[src/rtl/regfile_rename_pkg.sv]
// ============================================================================
// Module  : regfile_rename_pkg
// Brief   : Shared widths and types for the renaming register file.
//           Holds the constants that live alongside the ROB definitions.
// Rev     : 1.0  initial release
// ============================================================================
`default_nettype none

package regfile_rename_pkg;

  // Register index, datapath and ROB tag widths
  localparam int REG_WIDTH  = 5;
  localparam int DATA_WIDTH = 32;
  localparam int ROB_WIDTH  = 4;
  localparam int REG_SIZE   = 32;

  // Tag meaning "no producer"; ROB entries start at 1, so 0 is never live
  localparam logic [ROB_WIDTH-1:0] ZERO_REORDER_TAG = '0;

  // Result of one operand query
  typedef struct packed {
    logic                  busy;
    logic [ROB_WIDTH-1:0]  reorder;
    logic [DATA_WIDTH-1:0] value;
  } query_t;

endpackage : regfile_rename_pkg

`default_nettype wire

[src/rtl/regfile_rename.sv]
// ============================================================================
// Module  : regfile_rename
// Brief   : Architectural integer register file with per-register busy bit
//           and ROB reorder tag. Written by ROB commit, renamed by decoder,
//           queried combinationally for two source operands. Flush clears
//           all rename state.
// Config  : REGFILE_BYPASS_EN - forward a same-cycle commit to the queries
// Rev     : 1.0  initial release
// ============================================================================
`default_nettype none

module regfile_rename
  import regfile_rename_pkg::*;
#(
  parameter int                   REG_COUNT    = REG_SIZE,
  parameter logic [ROB_WIDTH-1:0] ZERO_REORDER = ZERO_REORDER_TAG
) (
  input  logic                  in_clk,
  input  logic                  in_rst,
  input  logic                  in_rdy,
  input  logic                  in_flush_enable,
  input  logic                  in_decoder_rename_enable,
  input  logic [REG_WIDTH-1:0]  in_decoder_rename_rd,
  input  logic [ROB_WIDTH-1:0]  in_decoder_rename_reorder,
  input  logic [REG_WIDTH-1:0]  in_decoder_rs,
  input  logic [REG_WIDTH-1:0]  in_decoder_rt,
  output logic                  out_decoder_rs_busy,
  output logic                  out_decoder_rt_busy,
  output logic [ROB_WIDTH-1:0]  out_decoder_rs_reorder,
  output logic [ROB_WIDTH-1:0]  out_decoder_rt_reorder,
  output logic [DATA_WIDTH-1:0] out_decoder_rs_value,
  output logic [DATA_WIDTH-1:0] out_decoder_rt_value,
  input  logic                  in_rob_commit_enable,
  input  logic [REG_WIDTH-1:0]  in_rob_commit_rd,
  input  logic [DATA_WIDTH-1:0] in_rob_commit_value,
  input  logic [ROB_WIDTH-1:0]  in_rob_commit_reorder
);

  // Per-register architectural state
  logic [DATA_WIDTH-1:0] r_value   [REG_COUNT];
  logic                  r_busy    [REG_COUNT];
  logic [ROB_WIDTH-1:0]  r_reorder [REG_COUNT];

  // Qualified strobes; x0 writes/renames are dropped here
  logic   w_commit_valid;
  logic   w_rename_valid;
  logic   w_flush_valid;
  query_t w_rs_q;
  query_t w_rt_q;

  assign w_commit_valid = in_rdy && in_rob_commit_enable && (in_rob_commit_rd != '0);
  assign w_flush_valid  = in_rdy && in_flush_enable;
  assign w_rename_valid = in_rdy && in_decoder_rename_enable && !in_flush_enable &&
                          (in_decoder_rename_rd != '0);

  // Operand query: registered state, x0 forced to zero, optional commit bypass
  function automatic query_t f_query(input logic [REG_WIDTH-1:0] idx);
    query_t q;
    q.busy    = r_busy[idx];
    q.reorder = r_reorder[idx];
    q.value   = r_value[idx];
`ifdef REGFILE_BYPASS_EN
    // A same-cycle commit is forwarded; a same-cycle rename is not visible yet
    if (w_commit_valid && (in_rob_commit_rd == idx)) begin
      q.value = in_rob_commit_value;
      if (r_reorder[idx] == in_rob_commit_reorder) begin
        q.busy    = 1'b0;
        q.reorder = ZERO_REORDER;
      end
    end
`endif
    if (idx == '0) begin
      q.busy    = 1'b0;
      q.reorder = ZERO_REORDER;
      q.value   = '0;
    end
    return q;
  endfunction

  // Committed values: written on every valid commit, including in a flush cycle
  always_ff @(posedge in_clk or negedge in_rst) begin
    if (!in_rst) begin
      for (int i = 0; i < REG_COUNT; i++) begin
        r_value[i] <= '0;
      end
    end else if (w_commit_valid) begin
      r_value[in_rob_commit_rd] <= in_rob_commit_value;
    end
  end

  // Rename state: commit retires matching producer, flush clears all,
  // rename (later assignment) overrides a same-register commit
  always_ff @(posedge in_clk or negedge in_rst) begin
    if (!in_rst) begin
      for (int i = 0; i < REG_COUNT; i++) begin
        r_busy[i]    <= 1'b0;
        r_reorder[i] <= ZERO_REORDER;
      end
    end else begin
      if (w_commit_valid && (r_reorder[in_rob_commit_rd] == in_rob_commit_reorder)) begin
        r_busy[in_rob_commit_rd]    <= 1'b0;
        r_reorder[in_rob_commit_rd] <= ZERO_REORDER;
      end
      if (w_flush_valid) begin
        for (int i = 0; i < REG_COUNT; i++) begin
          r_busy[i]    <= 1'b0;
          r_reorder[i] <= ZERO_REORDER;
        end
      end else if (w_rename_valid) begin
        r_busy[in_decoder_rename_rd]    <= 1'b1;
        r_reorder[in_decoder_rename_rd] <= in_decoder_rename_reorder;
      end
    end
  end

  // Both operand ports share the same query function
  always_comb begin
    w_rs_q = f_query(in_decoder_rs);
    w_rt_q = f_query(in_decoder_rt);
  end

  assign out_decoder_rs_busy    = w_rs_q.busy;
  assign out_decoder_rs_reorder = w_rs_q.reorder;
  assign out_decoder_rs_value   = w_rs_q.value;
  assign out_decoder_rt_busy    = w_rt_q.busy;
  assign out_decoder_rt_reorder = w_rt_q.reorder;
  assign out_decoder_rt_value   = w_rt_q.value;

endmodule : regfile_rename

`default_nettype wire

[config.mk]
export PLATFORM = sky130hd
export DESIGN_NAME = regfile_rename
export DESIGN_NICKNAME = d
export VERILOG_FILES = /design/src/rtl/regfile_rename_pkg.sv /design/src/rtl/regfile_rename.sv
export SDC_FILE = /design/constraint.sdc
export NUM_CORES = 2
export LEC_CHECK = 0
export BUFFER_PORTS_ARGS = -buffer_cell sky130_fd_sc_hd__buf_2
export CORE_ASPECT_RATIO = 0.75
export CORE_UTILIZATION = 40
export CTS_CLUSTER_DIAMETER = 60
export DETAILED_ROUTE_END_ITERATION = 10
export PLACE_DENSITY_LB_ADDON = 0.12
export SETUP_SLACK_MARGIN = 0.3
export SLEW_MARGIN = 25
export SYNTH_ARGS = -nofsm -noshare
export SYNTH_HDL_FRONTEND = slang
export SYNTH_SLANG_ARGS = --single-unit
[constraint.sdc]
create_clock -name in_clk -period 17 [get_ports in_clk]
set_clock_uncertainty 0.1 [all_clocks]
set_input_delay 5.1 -clock in_clk [delete_from_list [all_inputs] [get_ports in_clk]]
set_output_delay 5.1 -clock in_clk [all_outputs]
set_load 0.01 [all_outputs]
==> run summary <==
Num ports - 140
Cell leakage power - 0.0310 µW
Final instance area - 0.0725 mm²
TNS Setup - 0 ps
Outcome - complete, no violations
Post-synth EDFFs - 0
DP Area - 0.0677 mm²
Largest net degree at the start of global routing - 197
Area leader, netlist - dfrtp_1
Worst VDD drop - 0.0000994 V
Crit path setup slack, layout - 3290 ps
FF-to-FF setup slack - 12950 ps
Reg clk slew, reported paths - 60 ps
DR vias/cell - 6.46
Total grt overflow - 0
Chip Width - 468 µm
Area share of the largest cell type after synthesis - 45.4%
# rows - 127
# port buffers - 139
FF+latch count, synth - 1184
Dominant cells by area after synthesis - dfrtp_1 45%, mux4_2 26%, mux2_2 17%, mux2i_1 2.1%, clkbuf_1 1.8%
Post-Syn Area - 0.0652 mm²
Top-count cell post-synth - dfrtp_1
Final ANT Viol Nets - 0
Worst-Margin Slew - 1170 ps
Clock root buffer - clkbuf_16
Area of the core - 0.161 mm²
Die area - 0.165 mm²
Cell area power density - 110 mW/mm²
Tmin final - 13710 ps
Clock network fraction of total power - 38.5%
Vias in the first global route - 41800
Clock latency on the worst-skew pair - 790 ps
Routed vias - 41400
Layout cells sized above 1 - 51.5%
Slew margin rel. - 22.2%
Async SR Flop Fraction - 100%
Sequential power share - 43.7%
# hold bufs at CTS - 0
H-tree levels - 4
Tot Pwr - 7970 µW
Detailed Routing Iterations Pass 1 - 7
Unrepaired setup endpoints after global routing - no
Post-CTS sizing - 0
Critical path type - in2out
WHS Endpoint - r_value[1016]
Max FO, Critical Path - 65
Fmax - 72.9 MHz
Fin. max-slew vios - 0
Gpl congestion - 0.891
Area Overhead vs Synth - 11.1%
Synth Net Count - 4374
Commonest cells post-synth - 1184 x dfrtp_1, 983 x mux2_2, 740 x mux4_2, 311 x clkbuf_1, 169 x nor2_1
Final wirelength - 215 mm
FF-to-FF path depth - 9
CTS tree - done
Iter 0 DRT Violations - 4004
DP Worst Slack - 3100 ps
Residual DRC - 0
Comb pwr share - 17.7%
Period utilization - 80.6%
Crit path required time - 11800 ps
Die Y - 352 µm
CP arrival - 8510 ps
Gr usage total - 26.5%
P_sw - 2170 µW
HPWL after DPL - 121 mm
Worst min path class - reg2reg
Hold_sp - r_value[1016]
Synthesized instance count - 4308
Initial Util - 40.6%
Register area share after synthesis - 45.4%
Mapped Avg Cell Area - 15.1 µm²
Worst r2r src - r_reorder[87]
Finish-stage setup viols - 0
Num CTS Buffers - 137
# clock sinks - 1184
Hold Vio Cnt, Final - 0
Post-synth cell types - 44
Net Sw Frac - 27.2%
Initial antenna violation count - 12
Post-CTS setup buffers - 0
Int Pwr - 5800 µW
Nature of the critical path endpoint - output port
Yosys warnings - 0
Max-cap violations - 0
R2R Path End - r_reorder[15]
Critical path startpoint category - input pin
WL/cell - 33.5 µm
Fill count - 14100
Layout net count - 4246
Worst Hold Depth - 0
Dominant synthesized flop cell - dfrtp_1
First-pass GRT wire length - 313 mm
Clk buf depth - 3
## layout make-up
class / instances / area, µm² / area share, %
repair buffers: 226 / 1730 / 2.39
well taps: 2128 / 2660 / 3.67
multi-input cells: 2627 / 33800 / 46.6
diodes: 3 / 7.51 / 0.0104
clock inverters: 41 / 485 / 0.670
flip-flops and latches: 1184 / 29600 / 40.9
clock buffers: 205 / 4130 / 5.70
inverters: 4 / 15.0 / 0.0207
## flip-flops by register name (all words and copies together) (netlist names)
register / count
r_busy: 32
r_reorder: 128
r_value: 1024
## worst max-delay path, stage by stage
cell     delay [ps]
buf_8           540
buf_4           850
mux4_2          610
mux4_2          520
mux2i_1         470
nor2_1           80
buf_2           160
## power by group through the flow
stage	clock [µW]	combinational (µW)	sequential, µW
2_1_floorplan	0	1050	3410
3_5_place_dp	0	1420	3520
3_3_place_gp	0	1400	3500
4_1_cts	3130	1420	3470
5_1_grt	3250	1510	3530
6_report	3070	1410	3480
## cells in the final DEF, fill, tap and decap left out, drive strengths merged, types with 3 or more instances in the layout
cell and count:
or3 7, diode 3, o31ai 24, or2 3, nand2 63, inv 10
o22ai 32, clkinv 25, dfrtp 1184, mux4 740, o221ai 26, nor2 169
mux2i 138, nand3b 5, clkbuf 207, a32oi 98, nand4b 5, nand4bb 6
nand4 3, or4 3, o21ai 105, nor3 7, or4b 4, nand3 131
a31oi 29, xor2 4, nor3b 3, and2 9, mux2 992, bufinv 9
nor4 9, buf 224, or3b 4
## per-layer routing
layer	track usage [%]	vias up	routed length, µm
li1	-	16800	-
met1	38.9	22700	97200
met2	38.8	1569	95700
met3	6.33	344	15700
met4	7.94	10	6120
met5	0.437	-	146
## how the worst max path moves through the flow
stage | from | end | slack [ps] | cells after the start
detailed placement | in_decoder_rt[0] | out_decoder_rt_value[30] | 3100 | 7
global route | in_decoder_rt[0] | out_decoder_rt_value[30] | 3060 | 7
global placement | in_decoder_rt[0] | out_decoder_rt_value[30] | 3170 | 7
CTS | in_decoder_rt[0] | out_decoder_rt_value[30] | 3090 | 7
floorplan | in_decoder_rs[0] | out_decoder_rs_value[18] | 4520 | 7
finish | in_decoder_rt[0] | out_decoder_rt_value[30] | 3290 | 7
## cells by family after synthesis
group	count (synthesis)	synth area share, %
and+or+nand+nor	437	3.22
AOI/OAI and AO/OA	316	3.35
muxes	1870	44.8
DFF	1184	45.4
buffers and inverters	497	3.17
xor gates and xnor gates	4	0.0537
## metrics by stage
step	hold slack (ps)	util, %	cells
2_1_floorplan	341	-	4308
3_3_place_gp	276	42.1	6161
3_5_place_dp	282	42.1	6165
4_1_cts	295	45.0	6411
5_1_grt	307	45.1	6416
6_report	291	45.1	6418
Note: power is estimated with default switching activity, not from simulation.
